--- src/rtl/layer_sequencer.sv ---
// layer_sequencer: steps cnn_layer through NUM_CONV conv layers and one affine layer, ping-ponging results.
// Define LAYER_SEQ_TIMEOUT_EN to add a per-layer watchdog that sets the sticky err flag.
module layer_sequencer #(
    parameter int unsigned NUM_CONV    = 4,
    parameter logic [3:0]  CONV_BASE   = 4'd1,
    parameter logic [3:0]  AFFINE_CODE = 4'd15,
    parameter int unsigned TIMEOUT     = 4096
) (
    input  logic       clk,
    input  logic       rst_n,
    input  logic       run,
    input  logic       abort,
    input  logic       layer_valid,
    output logic       load,
    output logic [3:0] cs_layer,
    output logic       buf_we,
    output logic       buf_sel,
    output logic [3:0] layer_idx,
    output logic       busy,
    output logic       done,
    output logic       err
);
    typedef enum logic [2:0] {IDLE, LOAD, WAIT, STORE, NEXT, DONE} state_t;

    state_t     state, state_nx;
    logic       valid_d, completion, timed_out;
    logic [3:0] idx_nx;

    if (NUM_CONV == 0 || NUM_CONV > 14 || 32'(CONV_BASE) + NUM_CONV > 16 || TIMEOUT < 2 ||
        (AFFINE_CODE >= CONV_BASE && 32'(AFFINE_CODE) < 32'(CONV_BASE) + NUM_CONV)) begin : g_bad_params
        $error("layer_sequencer: invalid parameter combination");
    end

    assign idx_nx     = layer_idx + 4'd1;
    assign completion = state == WAIT && layer_valid && !valid_d;

    always_comb begin
        state_nx = state;
        case (state)
            IDLE:    state_nx = run ? LOAD : IDLE;
            LOAD:    state_nx = WAIT;
            WAIT:    state_nx = completion ? STORE : timed_out ? DONE : WAIT;
            STORE:   state_nx = layer_idx == 4'(NUM_CONV) ? DONE : NEXT;
            NEXT:    state_nx = LOAD;
            default: state_nx = IDLE;
        endcase
        if (abort) state_nx = IDLE;
    end

    // Outputs are registered from the next state so each one is valid for the whole state cycle.
    always_ff @(posedge clk or negedge rst_n) begin
        if (!rst_n) begin
            state     <= IDLE;
            load      <= 1'b0;
            buf_we    <= 1'b0;
            done      <= 1'b0;
            busy      <= 1'b0;
            valid_d   <= 1'b1;
            cs_layer  <= 4'd0;
            layer_idx <= 4'd0;
            buf_sel   <= 1'b0;
        end else begin
            state   <= state_nx;
            load    <= state_nx == LOAD;
            buf_we  <= state_nx == STORE;
            done    <= state_nx == DONE;
            busy    <= state_nx != IDLE;
            // A valid still high from the previous layer must fall and rise again to count.
            valid_d <= state == LOAD || layer_valid;
            if (state == IDLE && state_nx == LOAD) begin
                layer_idx <= 4'd0;
                cs_layer  <= CONV_BASE;
                buf_sel   <= 1'b0;
            end else if (state == NEXT && state_nx == LOAD) begin
                layer_idx <= idx_nx;
                buf_sel   <= ~buf_sel;
                cs_layer  <= idx_nx == 4'(NUM_CONV) ? AFFINE_CODE : CONV_BASE + idx_nx;
            end
        end
    end

`ifdef LAYER_SEQ_TIMEOUT_EN
    localparam int unsigned WW = $clog2(TIMEOUT);

    logic [WW-1:0] wd_cnt;

    assign timed_out = state == WAIT && wd_cnt == WW'(TIMEOUT - 1) && !completion;

    always_ff @(posedge clk or negedge rst_n) begin
        if (!rst_n) begin
            wd_cnt <= '0;
            err    <= 1'b0;
        end else begin
            wd_cnt <= state == LOAD ? '0 : state == WAIT ? wd_cnt + 1'b1 : wd_cnt;
            if (state == IDLE && state_nx == LOAD) err <= 1'b0;
            else if (timed_out && !abort) err <= 1'b1;
        end
    end
`else
    assign timed_out = 1'b0;
    assign err       = 1'b0;
`endif
endmodule
--- config.mk ---
export PLATFORM = sky130hd
export DESIGN_NAME = layer_sequencer
export DESIGN_NICKNAME = d
export VERILOG_FILES = /design/src/rtl/layer_sequencer.sv
export SDC_FILE = /design/constraint.sdc
export NUM_CORES = 1
export LEC_CHECK = 0
export CAP_MARGIN = 20
export CORE_MARGIN = 2
export CORE_UTILIZATION = 52
export CTS_BUF_LIST = sky130_fd_sc_hd__clkbuf_8
export CTS_CLUSTER_DIAMETER = 100
export DETAILED_ROUTE_END_ITERATION = 7
export GPL_ROUTABILITY_DRIVEN = 0
export PLACE_DENSITY = 0.81
export SYNTH_ARGS = -nofsm -noshare
export SYNTH_HDL_FRONTEND = slang
export SYNTH_SLANG_ARGS = --single-unit
--- constraint.sdc ---
create_clock -name clk -period 1.9 [get_ports clk]
set_input_delay 0.19 -clock clk [delete_from_list [all_inputs] [get_ports clk]]
set_output_delay 0.19 -clock clk [all_outputs]
set_load 0.05 [all_outputs]
# --- Word level (Yosys, flattened, before mapping) ---
# Index checks and enable logic that the tools add are counted.
classes:
  reduce_logical: 9
  addsub: 2
  mux: 12
  bitwise: 1
  eq_ne: 9
op_table:
  columns: ["cell", "count"]
  rows:
  - ["two-way mux 4 bit", 5]
  - ["case mux 3 bit (5 select lines)", 1]
  - ["== test 3 x 2 -> 1 bit, second input constant", 3]
  - ["== test 4 x 3 -> 1 bit, second input constant", 2]
  - ["== test 3 x 1 -> 1 bit, second input constant", 2]
  - ["== test 3 bit, second input constant", 2]
  - ["two-way mux 1 bit", 5]
  - ["adder 1 x 4 -> 4 bit, first input constant", 1]
  - ["adder 4 x 1 -> 4 bit, second input constant", 1]
  - ["logical AND 1 bit", 4]
  - ["zero test 3 bit", 1]
  - ["two-way mux 3 bit", 1]
  - ["nonzero test 3 bit", 1]
  - ["nonzero test 2 bit", 1]
  - ["zero test 1 bit", 1]
  - ["logical OR 1 bit", 1]
  - ["NOT 1 bit", 1]
totals:
  out_inout_bits: 14
  input_bits: 5
  reg_bits: 17
  elab_cells: 42

# --- Logic depth before layout (Yosys ltp) ---
logic_depth:
  word_depth: 10
  ltp_mapped: 7
  ltp_nobuf: 6

# --- Worst setup path after synthesis ---
# Ideal clock, no wire load.
synth_path:
  path_type: "register -> register"
  start: "register layer_idx[0]"
  end: "register cs_layer[3]"
  n_path_buf: 1
  setup_time_ns: 0.066
  stages_incl_launch_ff: 8
  t_required_ns: 1.834
  synth_period_minus_slack_ns: 1.980
  setup_slack_ns: -0.080
  arrival_ns: 1.914
  path_cell_list: "dfrtp_1 clkbuf_1 inv_1 ha_1 and4b_1 nor4_1 a21oi_1 nand2_1"
synth_via:
  elab_chain_cells: 7
  elab_cells_between_ends: 14
  classes_between: "add/sub: 2; eq/ne: 3; mux: 6; reduce/logical: 3"
synth_lines:
  columns: ["item", "line", "source"]
  rows:
  - ["start: declaration", "18", "output logic [3:0] layer_idx,"]
  - ["start signal: assignment", "75", "layer_idx <= idx_nx;"]
  - ["branches (longest 7 deep; another with adder 4 x 1 -> 4 bit)", null, null]
  - ["end signal: assignment", "77", "cs_layer <= idx_nx == 4'(NUM_CONV) ? AFFINE_CODE : CONV_BASE + idx_nx;"]
  - ["end: declaration", "15", "output logic [3:0] cs_layer,"]
# Parallel ways; which one is timed is not known. The select of a mux whose other input is x is not followed.
# A chain may end at the register's enable or synchronous reset.

# --- Worst setup path in the final report ---
layout_path:
  start: "register layer_idx[3]"
  end: "output port layer_idx[3]"
# No word-level cell between the ends.

==> run_results.csv <==
group,metric,value,unit
status,status,"finished clean",
pwr,p_int,0.575,mW
timing,setup_viol_count_final,0,
worst_setup_path,slowest_delay,0.88,ns
pwr,p_leak,0.458,nW
timing,worst_clock_skew,0.00187,ns
timing,fin_crit_sh,0.970,
finish,drive_above_1_share,0.139,
floorplanning,core,1690,um^2
route,dr.pass1.iters,4,
logic_synthesis,yosysWarnings,0,
cts,cts_tree,"yes",
timing,whs,0.262,ns
worst_setup_path,crit_required,1.71,ns
cts,htree_levels,1,
finish,final_area,1120,um^2
place,hpwl,1230,um
timing,fin_crit,1.84,ns
worst_setup_path,worstSetupStartpointType,"register",
floorplanning,fp.dieH,45.9,um
cts,cts.path.max_buffers,2,
logic_synthesis,synthesis.instances,94,
global_route,grt_start_max_net_pins,18,
worst_setup_path,crit_type,"register to output pin",
pwr,vdd_drop_max,498,uV
worst_setup_path,critical_path.endpoint_type,"output pin",
finish,num-fill-cells,138,
finish,mostFrequentLayoutCells,"clkdlybuf4s50_1, dfrtp_1, o21ai_0, nand2_1, nor2_1",
logic_synthesis,yosys_register_bits,17,
finish,layout_commonest_cell,"clkdlybuf4s50_1",
cts,cts_setup_buffers,0,
worst_setup_path,crit_slowest_cell,"clkdlybuf4s50_1",
place,placed_area,1070,um^2
worst_setup_path,crit_buf_inv,1,
timing,hold_viol,0,
logic_synthesis,synth-edff-count,0,
floorplanning,initial_utilization,0.541,
global_route,antenna_found_initial,0,
route,routedWlPerCell,14.5,um
route,top_layer,"met4",
floorplanning,ioPinCount,19,
route,antenna_left,0,
cts,hold_buffers,0,
timing,slew_violations,0,
route,first_iter_violations,8,
worst_setup_path,critical_path_arrival,1.65,ns
floorplanning,num_rows,15,
global_route,grt_pass1_wl,3000,um
logic_synthesis,ys_seq_area_frac,0.466,
cts,clkSlewWorstSetupHoldPaths,0.07,ns
global_route,grtUsageTotal,0.204,
route,drc,0,
cts,clk_latency,0.25,ns
cts,root_buffer,"clkbuf_8",
place,port_buffers,17,
floorplanning,dieArea,2110,um^2
global_route,grt_pass1_vias,700,
job,max-cap-violations,0,
route,wl_met3,60,um
finish,nets,117,
worst_setup_path,cp_cell_sequence,"clkdlybuf4s50_1",
pwr,comb_power_share,0.159,
worst_setup_path,crit_cells,1,
global_route,overflow,0,
timing,slew_headroom,0.664,
pwr,cellPowerDensity,708,nW/um^2
pwr,switchingPower,0.214,mW
finish,fin_util,0.661,
pwr,power_frac_seq,0.506,
cts,clock_sinks,17,
timing,rsz0062_at_grt,"false",
route,via_per_inst,5.75,
pwr,swShare,0.271,
timing,fmax,543,MHz
floorplanning,die_w,45.9,um
finish,diodes,0,
route,wl_met2,933,um
finish,area_growth,22.0,%
logic_synthesis,ys_types,34,
logic_synthesis,avgSynthCellArea,9.73,um^2
timing,fin_setup_tns,0,ns
logic_synthesis,synth_fp_nets,102,
route,wl_met1,805,um
logic_synthesis,async_reset_ff_frac,1.00,
timing,worstMarginPinSlew,0.502,ns
cts,cts.repair.resized,0,
logic_synthesis,syn_area,915,um^2
worst_hold_path,hold_class,"primary input to async pin",
worst_setup_path,crit_family,"buffers and inverters",
pwr,clkPwrFrac,0.334,
worst_setup_path,path_max_fanout,10,
worst_setup_path,reg2regPathDepth,2,
logic_synthesis,ys_dominant_reg_cell,"dfrtp_1",
cts,cts_buffers,3,
route,routed_wl,1810,um
route,via_count,719,
==> flip-flops by register name, summed over array words and instances (netlist names) <==
signal / count
busy: 1
load: 1
valid_d: 1
done: 1
state: 3
buf_we: 1
buf_sel: 1
cs_layer: 4
layer_idx: 4
==> per-layer routing <==
metal,track usage,vias to the layer above
li1,-,348
met2,0.364,21
met5,0,-
met4,0.0800,0
met1,0.230,348
met3,0.0476,2
==> kinds of logic (layout without fill, tap and decap cells) <==
group | count (synthesis) | count (layout) | share of synthesized area
buffers and inverters | 14 | 28 | 0.0821
AOI/OAI and AO/OA | 20 | 20 | 0.133
and+or+nand+nor | 33 | 33 | 0.213
xor gates and xnor gates | 5 | 5 | 0.0479
adders and majority gates | 3 | 3 | 0.0410
DFF | 17 | 17 | 0.466
muxes | 1 | 1 | 0.0123
other | 1 | 1 | 0.00410
==> stage by stage <==
stage	power (mW)	std cells	setup slack, ns
finish	0.790	125	0.0578
global route	0.832	125	0.00748
CTS	0.803	125	0.0542
detailed placement	0.532	121	0.201
global placement	0.529	121	0.210
floorplan	0.497	94	0.0511
==> area by class of cell <==
| cell class | instances | area, um^2 | area share |
|---|---|---|---|
| inverters | 4 | 15.0 | 0.0135 |
| repair buffers | 20 | 193 | 0.173 |
| flip-flops and latches | 17 | 428 | 0.383 |
| clock buffers | 3 | 41.3 | 0.0370 |
| multi-input cells | 63 | 413 | 0.370 |
| well taps | 17 | 21.3 | 0.0191 |
| clock inverters | 1 | 5.00 | 0.00448 |
==> Yosys cell counts, types with 3 or more instances <==
cell / count / share of area
ha_1: 3 / 0.041
inv_1: 4 / 0.016
a21oi_1: 3 / 0.016
o21ai_0: 9 / 0.049
buf_2: 3 / 0.016
xnor2_1: 5 / 0.048
dfrtp_1: 16 / 0.44
nand2_1: 8 / 0.033
clkbuf_1: 4 / 0.016
nor2_1: 7 / 0.029
==> power by group through the flow <==
stage | sequential (mW) | clock (mW) | combinational (mW)
after global placement | 0.405 | 0 | 0.124
after global routing | 0.402 | 0.291 | 0.138
final | 0.400 | 0.264 | 0.126
after floorplan | 0.425 | 0 | 0.0714
after detailed placement | 0.406 | 0 | 0.126
after CTS | 0.399 | 0.277 | 0.128
==> final timing paths <==
path                                                from                 endpoint  slack (ns)
worst max-delay path            layer_idx[3]$_DFFE_PN0P_             layer_idx[3]        0.06
worst min-delay path                               rst_n  cs_layer[2]$_DFFE_PN0P_        0.26
worst max register to register        state[1]$_DFF_PN0_  cs_layer[0]$_DFFE_PN0P_        0.28
worst min register to register   cs_layer[3]$_DFFE_PN0P_  cs_layer[3]$_DFFE_PN0P_        0.49
max in group asynchronous                          rst_n        valid_d$_DFF_PN1_        1.38
min in group clk                 cs_layer[3]$_DFFE_PN0P_  cs_layer[3]$_DFFE_PN0P_        0.49
(Power assumes the default switching activity.)
